`config.mk`:
```
export PLATFORM = sky130hd
export DESIGN_NAME = contador_decrescente
export DESIGN_NICKNAME = d
export VERILOG_FILES = /design/src/rtl/contador_decrescente.sv
export SDC_FILE = /design/constraint.sdc
export NUM_CORES = 1
export LEC_CHECK = 0
export CAP_MARGIN = 20
export CORE_AREA = 2 2 39 41
export CTS_BUF_LIST = sky130_fd_sc_hd__clkbuf_4 sky130_fd_sc_hd__clkbuf_8 sky130_fd_sc_hd__clkbuf_16
export DETAILED_ROUTE_END_ITERATION = 7
export DIE_AREA = 0 0 41 43
export MAX_ROUTING_LAYER = met4
export PLACE_DENSITY = 0.56
export SYNTH_ARGS = -nofsm -noshare
export SYNTH_HDL_FRONTEND = slang
export SYNTH_SLANG_ARGS = --single-unit
```
`constraint.sdc`:
```
create_clock -name CLK -period 1.62 [get_ports CLK]
set_clock_uncertainty 0.2 [all_clocks]
set_input_delay 0.405 -clock CLK [delete_from_list [all_inputs] [get_ports CLK]]
set_output_delay 0.405 -clock CLK [all_outputs]
set_load 0.02 [all_outputs]
```
`src/rtl/contador_decrescente.sv`:
```
// Presettable, cascadable down counter with ripple borrow and an optional reload register.
// On an enabled underflow it either wraps to all-ones or reloads the last loaded preset.
module contador_decrescente #(
    parameter int WIDTH       = 4,
    parameter bit AUTO_RELOAD = 1'b0
) (
    input  logic             CLK,
    input  logic             CLR,
    input  logic             LD,
    input  logic [WIDTH-1:0] D,
    input  logic             ENP,
    input  logic             ENT,
    output logic [WIDTH-1:0] Q,
    output logic             RBO,
    output logic             ZERO,
    output logic             DONE
);

    logic [WIDTH-1:0] reload;
    logic             at_zero;
    logic             at_one;

    assign at_zero = (Q == '0);
    assign at_one  = (Q == WIDTH'(1));

    // LD beats counting. DONE is set only on the counted 1 -> 0 step, never by a load.
    always_ff @(posedge CLK or negedge CLR) begin
        if (!CLR) begin
            Q      <= '0;
            reload <= '0;
            DONE   <= 1'b0;
        end else if (!LD) begin
            Q      <= D;
            reload <= D;
            DONE   <= 1'b0;
        end else if (ENP && ENT) begin
            if (!at_zero) begin
                Q    <= Q - WIDTH'(1);
                DONE <= at_one;
            end else begin
                Q    <= AUTO_RELOAD ? reload : '1;
                DONE <= 1'b0;
            end
        end else begin
            DONE <= 1'b0;
        end
    end

    assign ZERO = at_zero;
    assign RBO  = ENT && at_zero;

endmodule

```
==> run metrics <==
number of vias per cell 4.29; Synth Register Bits 5; nets@finish 81; met1 wire length 409 um; CP Max Fanout 2; die height 43 um; met2 WL 389 um; Post-Synth XOR/XNOR Area 5.60%; Compound-Gate Fraction of Synth Area 12.4%; number of library cell types mapped by synthesis 23; drt first-iter violations 2; vias in the first global route 316; Max-slew headroom 84.0%; Post-Synth Simple-Gate Area 30.0%; crit end category output pin; post-layout instance area 654 um2; largest family of logic cells by synthesized area simple AND/OR/NAND/NOR gates; clock latency on the worst-skew pair 0.24 ns; DR pass1 iterations 2; post-synthesis mux area share 0%; Post-Syn Instances 34; # clock sinks 5; routed len/inst 10.2 um; Die W 41 um; die area 1760 um2; Area growth syn-to-layout 109%; wire length on met3 66 um; PwrDens 751 nW/um2; largest net degree at the start of global routing 8; area leader, netlist dfrtp_1; Ys Warns 0; clk slew on worst S/H paths 0.04 ns; Yosys top cell area share 40.0%; Hold Crit Class input port to async pin; detailed-route via count 365; fin crit share 118%; Seq/Total Area, Yosys 40.0%; Critical Path AT 1.30 ns; outcome finished, violations left; H-tree levels 1; I/O pin count 16; fillcell total 141; Post-DP Area 589 um2; final antenna-violating net count 0; fraction of layout cells with a size suffix above 1 56.5%; post-synthesis adder-cell area fraction 8.00%; highest metal used met3; CTS max path bufs 2; Buffers on Ports 15; CTS root buf clkbuf_4; Worst Path Required 1.01 ns; Avg Cell Area, Syn 9.20 um2; ANT cells 0; setup violators final 3; Max-Cap Viols 0; core area 1380 um2; top cells by area, synth dfrtp_1, ha_1, nor2_1; hpwl dp 657 um; gpl congestion 0.657; pin slew with the least headroom to its limit 0.239 ns; Synth Net Count 45; Initial Utilization 22.6%; startpoint class of the critical path flip-flop; failing checks negative setup slack; pins over their slew limit 0; row count 14; first-pass GRT wire length 1300 um; Num CTS Buffers 3; hold buffers post-CTS 0; RSZ-0062 raised after global routing true; Final Routed Wirelength 866 um; grt total ovfl 0; Pwr Total 492 uW; initial antenna violation count 0; Total GRT Usage 11.4%; PnR worst setup slack -0.287 ns; leakage power 0.000313 uW; pre-CTS setup slack -0.595 ns; worst hold slack 0.180 ns; CTS tree done; Setup Crit Path Kind flip-flop to output pin; fin crit period 1.91 ns; Mapped Area 313 um2; Peak Freq 524 MHz; VDD IR max 0.669 mV; Final Hold Fails 0; drt drc 0
[area by class of cell]
cell class | instances | area [um2] | area share, %
clock buffers | 4 | 30.0 | 4.59
inverters | 2 | 7.51 | 1.15
multi-input cells | 26 | 210 | 32.1
flip-flops and latches | 5 | 128 | 19.5
well taps | 16 | 20.0 | 3.06
repair buffers | 32 | 259 | 39.6
[sequential cells by signal, summed over array words and instances (netlist names)]
name,flops
Q,4
DONE,1
[cells in the mapped netlist, drive strengths merged]
cell type,number
a21oi,3
a31oi,1
and2,1
and3,1
and3b,1
buf,1
dfrtp,5
ha,2
inv,2
nand2,2
nand2b,1
nand3,1
nand3b,1
nor2,4
nor3b,1
nor4,1
o22ai,1
o31ai,1
or2,1
or4b,1
xnor2,1
xor2,1
[cell usage in the layout (no fill, tap or decap), drive strengths merged]
master	n
clkdlybuf4s50	8
inv	2
dfrtp	5
clkbuf	4
or4b	1
o22ai	1
xor2	1
nand3b	1
nor3b	1
nor4	1
nor2	4
nand2	2
nand2b	1
a21oi	3
and2	1
nand3	1
or2	1
buf	23
o31ai	1
and3b	1
ha	2
a31oi	1
dlygate4sd2	1
and3	1
xnor2	1
[cells by family after synthesis]
family / count (synthesis)
and+or+nand+nor: 16
AOI/OAI and AO/OA: 6
DFF: 5
buffers and inverters: 3
xor gates and xnor gates: 2
adders and majority gates: 2
[per-stage QoR]
stage | utilization, % | cells | setup TNS [ns]
final | 47.3 | 85 | -0.583
after global routing | 47.3 | 85 | -0.818
after CTS | 45.0 | 82 | -0.577
after detailed placement | 42.6 | 75 | -1.93
after global placement | 42.6 | 75 | -1.89
after floorplan | - | 34 | -0.201
[repair_timing]
item | CTS | global route
resized for setup | 29 | 2
buffers inserted | 3 | 3
endpoints found under the hold margin | 0 | 0
endpoints found under the setup margin | 7 | 2
pin swaps | 2 | 2
[power breakdown]
| group | internal, uW | switching [uW] | leakage (uW) |
|---|---|---|---|
| Sequential | 138 | 9.88 | 0.0000571 |
| Clock | 110 | 46.3 | 0.0000184 |
| Combinational | 107 | 81.1 | 0.000238 |
[final timing paths]
check	depth (start not counted)	startpoint	end	slack [ns]
worst min register to register	2	Q[2]	DONE	0.42
worst max-delay path	5	Q[1]	RBO	-0.29
min in group CLK	2	Q[2]	DONE	0.42
max in group asynchronous	1	CLR	Q[0]	0.84
worst min-delay path	1	CLR	DONE	0.18
worst max register to register	5	Q[1]	Q[3]	0.01
[metal layers]
layer / track usage [%] / up-vias
met5: - / -
met4: 2.00 / 0
met3: 6.28 / 0
met2: 17.2 / 14
met1: 13.0 / 161
li1: - / 190
[critical path: stages, from the launching register on]
cell     delay, ns
dfrtp_2       0.40
inv_2         0.08
ha_4          0.13
nor3b_4       0.18
and2_4        0.16
buf_6         0.10
Note: power is estimated with default switching activity, not from simulation.
